--- src/rtl/vga_patt_sched.sv ---
// Frame-synchronous selector that picks one of two 3-bit pattern colours for the VGA driver.
// A debounced manual switch or auto rotation changes the pattern only at frame starts, optionally through black frames.
module vga_patt_sched #(
   parameter int DEB_CYCLES      = 500000,
   parameter int FRAMES_PER_PATT = 60,
   parameter int BLANK_FRAMES    = 1
) (
   input  logic       clk_i,
   input  logic       reset_i,
   input  logic       sw_0,
   input  logic       auto_en_i,
   input  logic       vSync_i,
   input  logic [2:0] rgb_a_i,
   input  logic [2:0] rgb_b_i,
   output logic [2:0] rgb_o,
   output logic       sel_o,
   output logic       blank_o,
   output logic [7:0] frame_cnt_o
);

   localparam int DW = (DEB_CYCLES > 1) ? $clog2(DEB_CYCLES) : 1;
   localparam int AW = (FRAMES_PER_PATT > 1) ? $clog2(FRAMES_PER_PATT) : 1;
   localparam int BW = 4;

   typedef enum logic [1:0] {
      SHOW  = 2'd0,
      PEND  = 2'd1,
      BLANK = 2'd2
   } state_t;

   state_t          state;
   state_t          state_nx;
   logic            sw_s1;
   logic            sw_s2;
   logic            vs_s1;
   logic            vs_s2;
   logic            vs_s3;
   logic            deb;
   logic [DW-1:0]   deb_cnt;
   logic [AW-1:0]   auto_cnt;
   logic [BW-1:0]   blank_cnt;
   logic [BW-1:0]   blank_cnt_nx;
   logic            pend_sel;
   logic            pend_sel_nx;
   logic            sel_nx;
   logic            blank_nx;
   logic            frame_start;
   logic            differ;
   logic            deb_done;
   logic            auto_term;
   logic            target;
   logic            switch_done;

   // vs_s3 holds the previous synchronised vSync so a 1->0 step marks the frame boundary.
   assign frame_start = vs_s3 & ~vs_s2;
   assign differ      = (sw_s2 != deb);
   assign deb_done    = differ && (deb_cnt == DW'(DEB_CYCLES - 1));
   assign auto_term   = auto_en_i && frame_start && (auto_cnt == AW'(FRAMES_PER_PATT - 1));
   assign target      = auto_en_i ? sel_o : deb;

   always_ff @(posedge clk_i) begin
      if (reset_i) begin
         sw_s1 <= 1'b1;
         sw_s2 <= 1'b1;
         vs_s1 <= 1'b1;
         vs_s2 <= 1'b1;
         vs_s3 <= 1'b1;
      end else begin
         sw_s1 <= sw_0;
         sw_s2 <= sw_s1;
         vs_s1 <= vSync_i;
         vs_s2 <= vs_s1;
         vs_s3 <= vs_s2;
      end
   end

   always_ff @(posedge clk_i) begin
      if (reset_i) begin
         deb     <= 1'b1;
         deb_cnt <= '0;
      end else if (deb_done) begin
         deb     <= sw_s2;
         deb_cnt <= '0;
      end else if (differ) begin
         deb_cnt <= deb_cnt + 1'b1;
      end else begin
         deb_cnt <= '0;
      end
   end

   always_ff @(posedge clk_i) begin
      if (reset_i) begin
         frame_cnt_o <= 8'd0;
      end else if (frame_start) begin
         frame_cnt_o <= frame_cnt_o + 8'd1;
      end
   end

   always_ff @(posedge clk_i) begin
      if (reset_i || !auto_en_i || switch_done) begin
         auto_cnt <= '0;
      end else if (state == SHOW && frame_start) begin
         auto_cnt <= auto_term ? '0 : auto_cnt + 1'b1;
      end
   end

   always_ff @(posedge clk_i) begin
      if (reset_i) begin
         state     <= SHOW;
         sel_o     <= 1'b1;
         blank_o   <= 1'b0;
         blank_cnt <= '0;
         pend_sel  <= 1'b1;
      end else begin
         state     <= state_nx;
         sel_o     <= sel_nx;
         blank_o   <= blank_nx;
         blank_cnt <= blank_cnt_nx;
         pend_sel  <= pend_sel_nx;
      end
   end

   always_comb begin
      state_nx     = state;
      sel_nx       = sel_o;
      blank_nx     = blank_o;
      blank_cnt_nx = blank_cnt;
      pend_sel_nx  = pend_sel;
      switch_done  = 1'b0;
      case (state)
         SHOW: begin
            // In auto mode the terminal frame start is itself the boundary, so PEND is skipped.
            if (auto_term) begin
               if (BLANK_FRAMES == 0) begin
                  sel_nx      = ~sel_o;
                  switch_done = 1'b1;
               end else begin
                  state_nx     = BLANK;
                  blank_nx     = 1'b1;
                  blank_cnt_nx = BW'(BLANK_FRAMES);
                  pend_sel_nx  = ~sel_o;
               end
            end else if (target != sel_o) begin
               state_nx = PEND;
            end
         end
         PEND: begin
            if (target == sel_o) begin
               state_nx = SHOW;
            end else if (frame_start) begin
               if (BLANK_FRAMES == 0) begin
                  sel_nx      = target;
                  state_nx    = SHOW;
                  switch_done = 1'b1;
               end else begin
                  state_nx     = BLANK;
                  blank_nx     = 1'b1;
                  blank_cnt_nx = BW'(BLANK_FRAMES);
                  pend_sel_nx  = target;
               end
            end
         end
         BLANK: begin
            if (frame_start) begin
               if (blank_cnt == BW'(1)) begin
                  sel_nx      = pend_sel;
                  blank_nx    = 1'b0;
                  state_nx    = SHOW;
                  switch_done = 1'b1;
               end else begin
                  blank_cnt_nx = blank_cnt - 1'b1;
               end
            end
         end
         default: begin
            state_nx = SHOW;
         end
      endcase
   end

   assign rgb_o = blank_o ? 3'b000 : (sel_o ? rgb_a_i : rgb_b_i);

endmodule
--- config.mk ---
export PLATFORM = sky130hd
export DESIGN_NAME = vga_patt_sched
export DESIGN_NICKNAME = d
export VERILOG_FILES = /design/src/rtl/vga_patt_sched.sv
export SDC_FILE = /design/constraint.sdc
export NUM_CORES = 1
export LEC_CHECK = 0
export ABC_AREA = 1
export BUFFER_PORTS_ARGS = -buffer_cell sky130_fd_sc_hd__buf_2
export CORE_ASPECT_RATIO = 0.9
export CORE_MARGIN = 3
export CORE_UTILIZATION = 45
export CTS_CLUSTER_DIAMETER = 120
export DETAILED_ROUTE_END_ITERATION = 8
export HOLD_SLACK_MARGIN = 0.02
export PLACE_DENSITY = 0.62
export SYNTH_ARGS = -nofsm -noshare
export SYNTH_HDL_FRONTEND = slang
export SYNTH_SLANG_ARGS = --single-unit
--- constraint.sdc ---
create_clock -name clk_i -period 1.85 [get_ports clk_i]
set_input_delay 0.0925 -clock clk_i [delete_from_list [all_inputs] [get_ports clk_i]]
set_output_delay 0.0925 -clock clk_i [all_outputs]
set_load 0.03 [all_outputs]
* After elaboration in Yosys (flattened, before gate mapping) *
Cells that the tools add are included.

cells by class
  multiplexer cells = 30
  bitwise logic cells = 4
  add/sub/neg operators = 4
  equality and inequality tests = 16
  reduce and logical (&&, ||, !) cells = 16

operators with widths
  operator                                                number
  2-to-1 mux 4 bit                                        5
  adder 19 x 1 -> 19 bit (second input constant)          1
  equality test 19 bit (second input constant)            1
  2-to-1 mux 1 bit                                        12
  2-to-1 mux 2 bit                                        6
  inequality test 2 bit (second input constant)           6
  one-hot mux 4 bit (3 select lines)                      1
  AND reduction 6 bit                                     2
  adder 8 x 1 -> 8 bit (second input constant)            1
  AND reduction 4 bit                                     2
  adder 6 x 1 -> 6 bit (second input constant)            1
  equality test 6 bit (second input constant)             1
  2-to-1 mux 3 bit                                        2
  2-to-1 mux 6 bit                                        1
  one-hot mux 2 bit (3 select lines)                      1
  equality test 4 x 1 -> 1 bit (second input constant)    1
  logical AND 1 bit                                       4
  subtractor 4 x 1 -> 4 bit (second input constant)       1
  inequality test 3 x 2 -> 1 bit (second input constant)  1
  inequality test 3 bit (second input constant)           1
  NOT 1 bit                                               3
  one-hot mux 1 bit (3 select lines)                      1
  AND reduction 3 bit                                     1
  nonzero test 3 bit                                      1
  11 further kinds                                        13

storage, ports and cells
  input bits = 11
  logic and storage cells = 84
  output and inout bits = 13
  bits in registers = 48

* Logic depth before layout (Yosys ltp) *
  depth in word-level cells = 6
  mapped depth = 10
  mapped depth without buffers = 10

* Worst setup path after synthesis *
OpenSTA, ideal clock, no wires.

  path kind = register -> register
  start point = reg frame_cnt_o[0]
  end point = reg frame_cnt_o[7]
  setup time = 119 ps
  setup slack = 452 ps
  data required time = 1731 ps
  period minus slack after synthesis = 1398 ps
  arrival time = 1278 ps
  stages on the path, launching flop included = 6
  buffers on the path = 0
  path through = dfxtp_1 > inv_1 > nor3_1 > nand4_1 > o21ai_0 > a21oi_1

between the ends
  word-level cells in the longest chain between the ends = 1

RTL lines
  element                   RTL line  RTL
  start: declaration        18        output logic [7:0] frame_cnt_o
  start signal: assignment  95        frame_cnt_o <= frame_cnt_o + 8'd1;
  adder 8 x 1 -> 8 bit      95

Every way passes these cells.
A chain may end at the register's enable or synchronous reset.

* Worst setup path after layout *
  start point = reg auto_cnt[0]
  end point = reg blank_cnt[3]

between the ends
  word-level cells in the longest chain between the ends = 4

RTL lines
  element                                 RTL line  RTL
  start: declaration                      40        logic [AW-1:0] auto_cnt;
  start signal: assignment                103       auto_cnt <= auto_term ? '0 : auto_cnt + 1'b1;
  equality test 6 bit                     58        assign auto_term = auto_en_i && frame_start && (auto_cnt == AW'(FRAMES_PER_PATT - 1));
  logical AND 1 bit                       58
  inequality test 2 bit (no source line)  n/a
  AND reduction 6 bit (no source line)    n/a
  end signal: assignment                  118       blank_cnt <= blank_cnt_nx;
  end: declaration                        41        logic [BW-1:0] blank_cnt;

Every way passes these cells.

==> impl_metrics.json <==
{
  "clock_latency_ns": 0.29,
  "ys_warn_count": 0,
  "slowest_stage": "dfxtp_1",
  "vias": 2043,
  "drtIter0Drc": 68,
  "num_antenna_cells": 0,
  "synth.avg_cell_area_um2": 7.492,
  "clockBufferDepth": 2,
  "postCtsSetupBuffers": 0,
  "synth_cells": 327,
  "totalNegativeSetupSlack_ns": 0,
  "grt_pass1_vias": 1836,
  "final_util_pct": 54.27,
  "hold_violations": 0,
  "max-slew-margin-rel_pct": 69.60,
  "fin_worst_skew_ns": 0.005996,
  "grt_max_degree": 20,
  "grt_pass1_wl_um": 8114,
  "cts_made_buffers": 5,
  "rows": 24,
  "drc": 0,
  "async_reset_ff_share_pct": 0,
  "io_buffer_count": 23,
  "fin_nets": 373,
  "die_w_um": 83.78,
  "die_h_um": 76,
  "root_buffer": "clkbuf_8",
  "cpPeakStageDelay_ns": 0.39,
  "period_share_pct": 83.77,
  "wl_per_cell_um": 10.71,
  "hold_class": "in2reg",
  "syn_area_um2": 2450,
  "first_pass_iters": 4,
  "detail-route-antenna-nets": 0,
  "maxCapViolCount": 0,
  "antenna_found_initial": 0,
  "cts.sinks": 48,
  "final_cell_mix": "66 x nand2_1, 48 x dfxtp_1, 46 x nor2_1",
  "setup-violations-final": 0,
  "layout-drive-gt1-share_pct": 21.85,
  "gp_congestion": 0.8302,
  "synth_edf_count": 0,
  "path_class": "reg2reg",
  "cp_cell_sequence": "ha_1 -> nand2_1 -> nor2_1 -> nand2_1 -> nand2_2 -> nand3_4 -> nor2_4 -> nand2_1 -> nand2_1 -> nor2_2",
  "routed_via_density": 4.841,
  "clkTransAtPathRegs_ns": 0.09,
  "critPathMostFrequentCell": "nand2_1",
  "report.final.slew_viol_count": 0,
  "grt-ovfl-total": 0,
  "stdcell_count": 422,
  "endpoint_kind": "flip-flop",
  "start_util_pct": 48.56,
  "cellPowerDensity_nw_per_um2": 625.4,
  "rsz0062_at_grt": "false",
  "dp.cells": 413,
  "io_pins": 24,
  "period_needed_ns": 1.550,
  "grt_use_total_pct": 15.04,
  "cts_tree": "built",
  "max_slew.worst_pin.slew_ns": 0.4526,
  "fillerInstances": 487,
  "ir_drop_uv": 373.5,
  "worstPathArrival_ns": 1.75,
  "status": "finished clean",
  "p_leak_uw": 0.0009540,
  "crit_fanout": 6,
  "synthesis.nets": 343,
  "fmax_mhz": 645.3,
  "yosysUniqueCellTypes": 35,
  "die_area_um2": 6367,
  "coreArea_um2": 5045,
  "routed_wl_um": 4521,
  "htreeDepth": 2,
  "yosysSeqAreaShare_pct": 39.22,
  "place_hpwl_um": 3488,
  "final_common_cell": "nand2_1",
  "area_growth_pct": 11.75,
  "synthFlopType": "dfxtp_1",
  "cp_data_required_time_ns": 2.05,
  "critPathLaunchType": "flip-flop",
  "synth_seq_cells": 48
}
power by group:
group | leakage [uW] | switching (uW) | internal, uW | total, uW
logic | 0.000526 | 49.6 | 29.2 | 78.8
clock network | 0.0000400 | 332 | 256 | 588
registers | 0.000388 | 4.97 | 1040 | 1050
total | 0.000954 | 386 | 1330 | 1710
timing repair:
action / in CTS / in global routing
hold endpoints to repair: 2 / 0
hold buffers: 2 / 0
gates resized for setup: 0 / 0
synth_stat cells (all sizes together), types with 5 or more instances:
master,instances,area share (%)
nand3,23,6.8
a21oi,21,4.3
dfxtp,48,39
ha,5,2.6
xor2,9,3.2
inv,35,5.4
nand4,9,2.3
nor3,9,2.2
nor2,61,12
or2,8,2.0
nand2,74,12
o21ai,6,1.4
final timing paths:
path	slack, ns	start	end	cells after the start
hold / removal	0.09	reset_i	state[0]	2
setup reg to reg	0.30	auto_cnt[0]	blank_cnt[3]	10
hold reg to reg	0.42	sw_s1	sw_s2	1
setup / recovery	0.30	auto_cnt[0]	blank_cnt[3]	10
registers in the layout, indices dropped and copies added, names as in the netlist:
name,count
state,2
sel_o,1
sw_s1,1
pend_sel,1
deb,1
deb_cnt,19
frame_cnt_o,8
vs_s3,1
auto_cnt,6
vs_s2,1
blank_cnt,4
vs_s1,1
blank_o,1
sw_s2,1
per-layer routing:
metal  GRT usage, %  routed length [um]
met5              0                   0
met4          3.859                  42
met3          3.784                 199
met2          21.07                1688
met1          22.78                2590
critical path: cells and delay by family, from the launching register on:
kind / cells / cell delay, ns
and+or+nand+nor: 9 / 0.85
adders and majority gates: 1 / 0.21
DFF: 1 / 0.39
cells by family (layout without fill, tap and decap cells):
logic type / after synthesis / count (layout) / share of synthesized area, %
flip-flops: 48 / 48 / 39.22
AND/OR/NAND/NOR: 191 / 191 / 40.14
XOR/XNOR: 13 / 13 / 4.648
AO/OA/AOI/OAI: 32 / 32 / 7.355
adder cells (fa/ha/maj): 5 / 5 / 2.554
buffers and inverters: 38 / 68 / 6.078
final cells by class:
class	count	area [um2]	share of cell area [%]
repair buffers	26	142.6	5.210
clock inverters	2	12.51	0.4570
well taps	65	81.33	2.971
multi-input cells	241	1340	48.95
clock buffers	5	68.82	2.514
flip-flops and latches	48	960.9	35.10
inverters	35	131.4	4.799
per-stage QoR:
stage / area, um2 / hold slack (ns) / setup slack [ns] / total power [uW]
global placement: 2636 / 0.2849 / 0.3771 / 1146
finish: 2738 / 0.08840 / 0.3003 / 1712
CTS: 2738 / 0.08351 / 0.3015 / 1735
detailed placement: 2636 / 0.2809 / 0.3034 / 1146
floorplan: 2450 / 0.1963 / 0.4524 / 1120
global route: 2738 / 0.09472 / 0.1187 / 1796
No activity file was read; power rests on OpenSTA's default activity.
